`src/rtl/uart_tx_arbiter.sv`:
```
// rtl/uart_tx_arbiter.sv - round-robin CPU/echo byte arbiter, TX FIFO and UART start/handshake sequencer
`timescale 1ns/1ps
module uart_tx_arbiter #(
    parameter int DEPTH   = 4,
    parameter int AW      = 2,
    parameter int TIMEOUT = 255
) (
    input  logic          clk_i,
    input  logic          reset_i,
    input  logic          cpu_wr_i,
    input  logic [7:0]    cpu_data_i,
    input  logic          echo_en_i,
    input  logic          rx_done_i,
    input  logic [7:0]    rx_data_i,
    input  logic          tx_status_i,
    output logic [7:0]    tx_data_o,
    output logic          tx_start_o,
    output logic [AW:0]   count_o,
    output logic          full_o,
    output logic          empty_o,
    output logic          busy_o,
    output logic          drop_o,
    input  logic          drop_clr_i
);
    localparam int TW = $clog2(TIMEOUT + 1);

    typedef enum logic [1:0] {S_IDLE, S_START, S_WAIT_BUSY, S_WAIT_DONE} state_t;

    state_t          state_q, state_d;
    logic [TW-1:0]   tmo_q, tmo_d;
    logic [7:0]      tx_data_q, tx_data_d;
    logic            rr_q, rr_d;
    logic            drop_q, drop_d;
    logic [AW:0]     count_q, count_d;
    logic            full_q, empty_q;
    logic [AW-1:0]   wr_ptr_q, wr_ptr_d, wr_ptr_nx;
    logic [AW-1:0]   rd_ptr_q, rd_ptr_d;
    logic [7:0]      mem_q [DEPTH];

    logic            cpu_req, echo_req, pop, drop_set;
    logic [AW:0]     free;
    logic [1:0]      n_req, n_push;
    logic [7:0]      first_data, second_data;

    // A pop in this cycle frees a slot for this cycle's pushes.
    always_comb begin
        cpu_req     = cpu_wr_i;
        echo_req    = rx_done_i & echo_en_i;
        pop         = (state_q == S_IDLE) & ~empty_q & tx_status_i;
        free        = (AW+1)'(DEPTH) - count_q + (AW+1)'(pop);
        first_data  = cpu_data_i;
        second_data = rx_data_i;
        n_req       = 2'd0;
        if (cpu_req && echo_req) begin
            n_req       = 2'd2;
            first_data  = rr_q ? rx_data_i  : cpu_data_i;
            second_data = rr_q ? cpu_data_i : rx_data_i;
        end else if (cpu_req) begin
            n_req = 2'd1;
        end else if (echo_req) begin
            n_req      = 2'd1;
            first_data = rx_data_i;
        end
        n_push = n_req;
        if (free < (AW+1)'(n_req)) begin
            n_push = free[1:0];
        end
        drop_set  = (n_push != n_req);
        count_d   = count_q + (AW+1)'(n_push) - (AW+1)'(pop);
        wr_ptr_nx = wr_ptr_q + AW'(1);
        wr_ptr_d  = wr_ptr_q + AW'(n_push);
        rd_ptr_d  = rd_ptr_q + AW'(pop);
        rr_d      = (cpu_req && echo_req) ? ~rr_q : rr_q;
        drop_d    = drop_set ? 1'b1 : (drop_clr_i ? 1'b0 : drop_q);
    end

    always_comb begin
        state_d   = state_q;
        tmo_d     = tmo_q;
        tx_data_d = tx_data_q;
        case (state_q)
            S_IDLE: begin
                if (pop) begin
                    tx_data_d = mem_q[rd_ptr_q];
                    state_d   = S_START;
                end
            end
            S_START: begin
                state_d = S_WAIT_BUSY;
                tmo_d   = '0;
            end
            // tmo_q counts WAIT_BUSY cycles already spent; leave after TIMEOUT of them.
            S_WAIT_BUSY: begin
                if (!tx_status_i) begin
                    state_d = S_WAIT_DONE;
                end else if (tmo_q == TW'(TIMEOUT - 1)) begin
                    state_d = S_IDLE;
                end else begin
                    tmo_d = tmo_q + TW'(1);
                end
            end
            S_WAIT_DONE: begin
                if (tx_status_i) begin
                    state_d = S_IDLE;
                end
            end
            default: state_d = S_IDLE;
        endcase
    end

    always_ff @(posedge clk_i) begin
        if (reset_i) begin
            state_q   <= S_IDLE;
            tmo_q     <= '0;
            tx_data_q <= 8'h00;
            rr_q      <= 1'b0;
            drop_q    <= 1'b0;
            count_q   <= '0;
            full_q    <= 1'b0;
            empty_q   <= 1'b1;
            wr_ptr_q  <= '0;
            rd_ptr_q  <= '0;
        end else begin
            state_q   <= state_d;
            tmo_q     <= tmo_d;
            tx_data_q <= tx_data_d;
            rr_q      <= rr_d;
            drop_q    <= drop_d;
            count_q   <= count_d;
            full_q    <= (count_d == (AW+1)'(DEPTH));
            empty_q   <= (count_d == '0);
            wr_ptr_q  <= wr_ptr_d;
            rd_ptr_q  <= rd_ptr_d;
        end
    end

    always_ff @(posedge clk_i) begin
        if (n_push != 2'd0) begin
            mem_q[wr_ptr_q] <= first_data;
        end
        if (n_push == 2'd2) begin
            mem_q[wr_ptr_nx] <= second_data;
        end
    end

    assign tx_data_o  = tx_data_q;
    assign tx_start_o = (state_q == S_START);
    assign busy_o     = (state_q != S_IDLE);
    assign count_o    = count_q;
    assign full_o     = full_q;
    assign empty_o    = empty_q;
    assign drop_o     = drop_q;
endmodule
```
`config.mk`:
```
export PLATFORM = sky130hd
export DESIGN_NAME = uart_tx_arbiter
export DESIGN_NICKNAME = d
export VERILOG_FILES = /design/src/rtl/uart_tx_arbiter.sv
export SDC_FILE = /design/constraint.sdc
export NUM_CORES = 1
export LEC_CHECK = 0
export ABC_AREA = 1
export CAP_MARGIN = 20
export CORE_MARGIN = 2
export CORE_UTILIZATION = 45
export DETAILED_ROUTE_END_ITERATION = 6
export PLACE_DENSITY = 0.66
export SLEW_MARGIN = 10
export SYNTH_ARGS = -nofsm -noshare
export SYNTH_HDL_FRONTEND = slang
export SYNTH_SLANG_ARGS = --single-unit
```
`constraint.sdc`:
```
create_clock -name clk_i -period 4.89 [get_ports clk_i]
set_input_delay 0.7335 -clock clk_i [delete_from_list [all_inputs] [get_ports clk_i]]
set_output_delay 0.7335 -clock clk_i [all_outputs]
set_load 0.01 [all_outputs]
```
==> summary.md <==
| Metric | Value |
|---|---|
| Met2 GRT Util | `0.2813` |
| Fin cells | `roughly 600` |
| Total GRT Usage | `0.1878` |
| Drt pass-1 iters | `4` |
| Worst Setup EP | `mem_q[1][4]` |
| Initial antenna violation count | `0` |
| Post-CTS resize count | `0` |
| Crit path from | `tx_status_i` |
| Final Cell Area | `4078 µm²` |
| CTS root buf | `clkbuf_8` |
| First-pass GRT wire length | `12580 µm` |
| Worst hold margin | `499.6 ps` |
| Tot Pwr | `2.081 mW` |
| Vias/cell | `slightly below 5` |
| Clk pin slew, worst setup/hold paths | `around 70 ps` |
| Placed insts | `580` |
| Nets | `522` |
| Die Y | `about 92 µm` |
| Syn nets | `487` |
| Hold buffer count at CTS | `0` |
| Met3 usage | `0.04108` |
| Final WS setup | `1071 ps` |
| Post-synth top flop | `edfxtp_1` |
| Ports | `39` |
| Critical R2R Capture | `mem_q[1][4]` |
| Clk_skew | `13.94 ps` |
| Vias | `2943` |
| CTS Buf Count | `9` |
| Die width | `between 90 and 100 µm` |
| Max-slew violations | `0` |
| Final core occ | `0.5360` |
| Most frequent cells in the layout | `nand2_1, nor2_1, nand3_1, inv_1, clkdlybuf4s50_1` |
| Placed cell area | `around 3900 µm²` |
| Peak supply drop | `172.4 µV` |
| Shortest period the worst path allows | `between 3000 and 4000 ps` |
| Post-CTS setup buffers | `0` |
| Number of hold violations in the final report | `0` |
| CP max FO | `33` |
| FILL cells | `737` |
| Crit-path leading delay family | `simple AND/OR/NAND/NOR gates` |
| Routability cong. | `between 0.8 and 0.9` |
| # setup viols final | `0` |
| Standard-cell rows | `32` |
| Levels on crit path | `16` |
| FF+latch count, synth | `61` |
| Synth Instances | `454` |
| Min-Delay Path Class | `flop to flop` |
| CTS tree | `done` |
| Worst R2R Start | `state_q[0]` |
| CP max stage delay | `between 500 and 600 ps` |
| Initial Util | `0.4561` |
| RSZ-0062 raised after global routing | `no` |
| Post-route ant nets | `0` |
| R2R cell count | `14` |
| Global Route met1 Usage | `0.2689` |
| Netlist Area Pre-Place | `3470 µm²` |
| WL final | `~7200 µm` |
| Synth Area per Inst | `7.642 µm²` |
| EDFF count, synth | `32` |
| Largest net degree at the start of global routing | `34` |
| Wire per inst | `12.04 µm` |
| R2R setup slack | `1590 ps` |
| Area contributors post-synth | `edfxtp_1, dfxtp_1, nand2_1, nor2_1, nand3_1` |
| Clock tree buffer depth | `2` |
| Ant diodes | `0` |
| Worst slack, placed | `703.2 ps` |
| FMAX | `around 260 MHz` |
| Number of global-route vias before repair | `about 2700` |
| CP endpoint kind | `flop` |
| P per Cell Area | `510.3 nW/µm²` |
| Yosys cell types | `34` |
| Number of buffer and inverter stages on the critical path | `4` |
| Startpoint Class | `input pin` |
| Yosys warning total | `0` |
| Initial DRC Count | `146` |
| Die ar. | `8428 µm²` |
| Crit Path Category | `input pin to flop` |
| Synth top area share | `0.2770` |
| GRT busiest layer | `met2` |
| # DRC | `0` |
| Lkg Pwr | `1.799 nW` |
| Area growth from synthesis to layout | `17.53%` |
| H-tree Lvls | `3` |
| Worst Tran Pin Value | `850.4 ps` |
| Synth area leader | `edfxtp_1` |
| Crit-path slowest cell | `clkdlybuf4s50_1` |
| Sequential-to-total area share from yosys stat | `0.4443` |
| Placeable Area | `~7600 µm²` |
| Fin Setup TNS | `0 ps` |
| Worst EP required | `roughly 4900 ps` |
| Max-cap viol count | `0` |
| Ys async rst share | `0` |
| Most common cell after layout, fill and taps aside | `nand2_1` |
| Layout cell share with drive strength beyond 1 | `0.06883` |
| GRT Residual Overflow | `0` |
| Worst skew pair latency | `340 ps` |
| Clock sinks | `61` |
| Port bufs | `38` |
| Crit path DAT | `3780 ps` |
| Max-slew headroom | `0.4313` |
| Status | `finished clean` |
| Critical-path cell list | `clkdlybuf4s50_1 -> inv_1 -> nor2_1 -> nand2_1 -> ha_1 -> inv_1 -> ha_1 -> ha_1 -> nand2_2 -> nand3_2 -> nand2_1 -> nand2_2 -> inv_2 -> nor2_8 -> nor2_1 -> nor2_1` |
| Tcrit/Tclk final | `0.7809` |
| Hpwl dp | `5442 µm` |
==> state kept, by name (all words and copies together) (netlist names), 2 cells and up <==
signal,count
rd_ptr_q,2
state_q,2
wr_ptr_q,2
mem_q,32
tmo_q,8
count_o,3
tx_data_o,8
==> power by group <==
group	total, mW	internal [mW]	leakage (nW)	switching [mW]
combinational	0.856	0.322	1.18	0.534
sequential	0.808	0.723	0.532	0.0846
clock	0.417	0.232	0.0907	0.185
total	2.08	1.28	1.80	0.804
==> how the worst min path moves through the flow <==
stage          startpoint  endpoint  slack (ps)  cells after the start
5_1_grt          tmo_q[5]  tmo_q[5]         520                      2
4_1_cts          tmo_q[5]  tmo_q[5]         500                      2
6_report             rr_q      rr_q         500                      2
3_5_place_dp     tmo_q[5]  tmo_q[5]         490                      2
3_3_place_gp     tmo_q[0]  tmo_q[0]         480                      1
2_1_floorplan    tmo_q[0]  tmo_q[0]         460                      1
==> cells in the mapped netlist (2+ instances only) <==
library cell,number
nand2_4,2
clkinv_1,2
nand3_1,50
a21oi_1,19
nand2_1,102
buf_6,4
inv_2,4
a21oi_2,2
o32ai_1,8
nor3_1,2
nand2_2,5
nor2_2,2
dfxtp_1,29
inv_1,46
xnor2_1,3
xor2_1,3
edfxtp_1,32
ha_1,9
nor2_1,73
o21ai_0,31
clkbuf_1,8
o21ai_1,2
nand4_1,3
buf_2,3
==> routing by layer <==
layer,wire length [µm],up-vias
met5,0,-
met3,373,4
met4,50,0
met1,3604,1288
li1,-,1563
met2,3150,88
==> cell type report <==
cell class              instances  area, µm²  area share
repair buffers                 39      387.9     0.09512
inverters                      52      195.2     0.04787
clock inverters                 5      51.30     0.01258
flip-flops and latches         61       1541      0.3780
clock buffers                  11      131.4     0.03222
multi-input cells             326       1643      0.4029
well taps                     102      127.6     0.03130
==> tightest hold or removal path: stages (launching register included) <==
cell     delay (ps)
dfxtp_1         310
nor2_1           90
nor3_1           50
==> kinds of logic (layout without fill, tap and decap cells) <==
family                   count (synthesis)  in the layout  share of synthesized area
AND/OR/NAND/NOR                        245            245                     0.3109
buffers and inverters                   67            107                    0.08222
AO/OA/AOI/OAI                           65             65                     0.1093
flip-flops                              61             61                     0.4443
adder cells (fa/ha/maj)                 10             10                    0.03823
XOR/XNOR                                 6              6                    0.01515
Note: power is estimated with default switching activity, not from simulation.
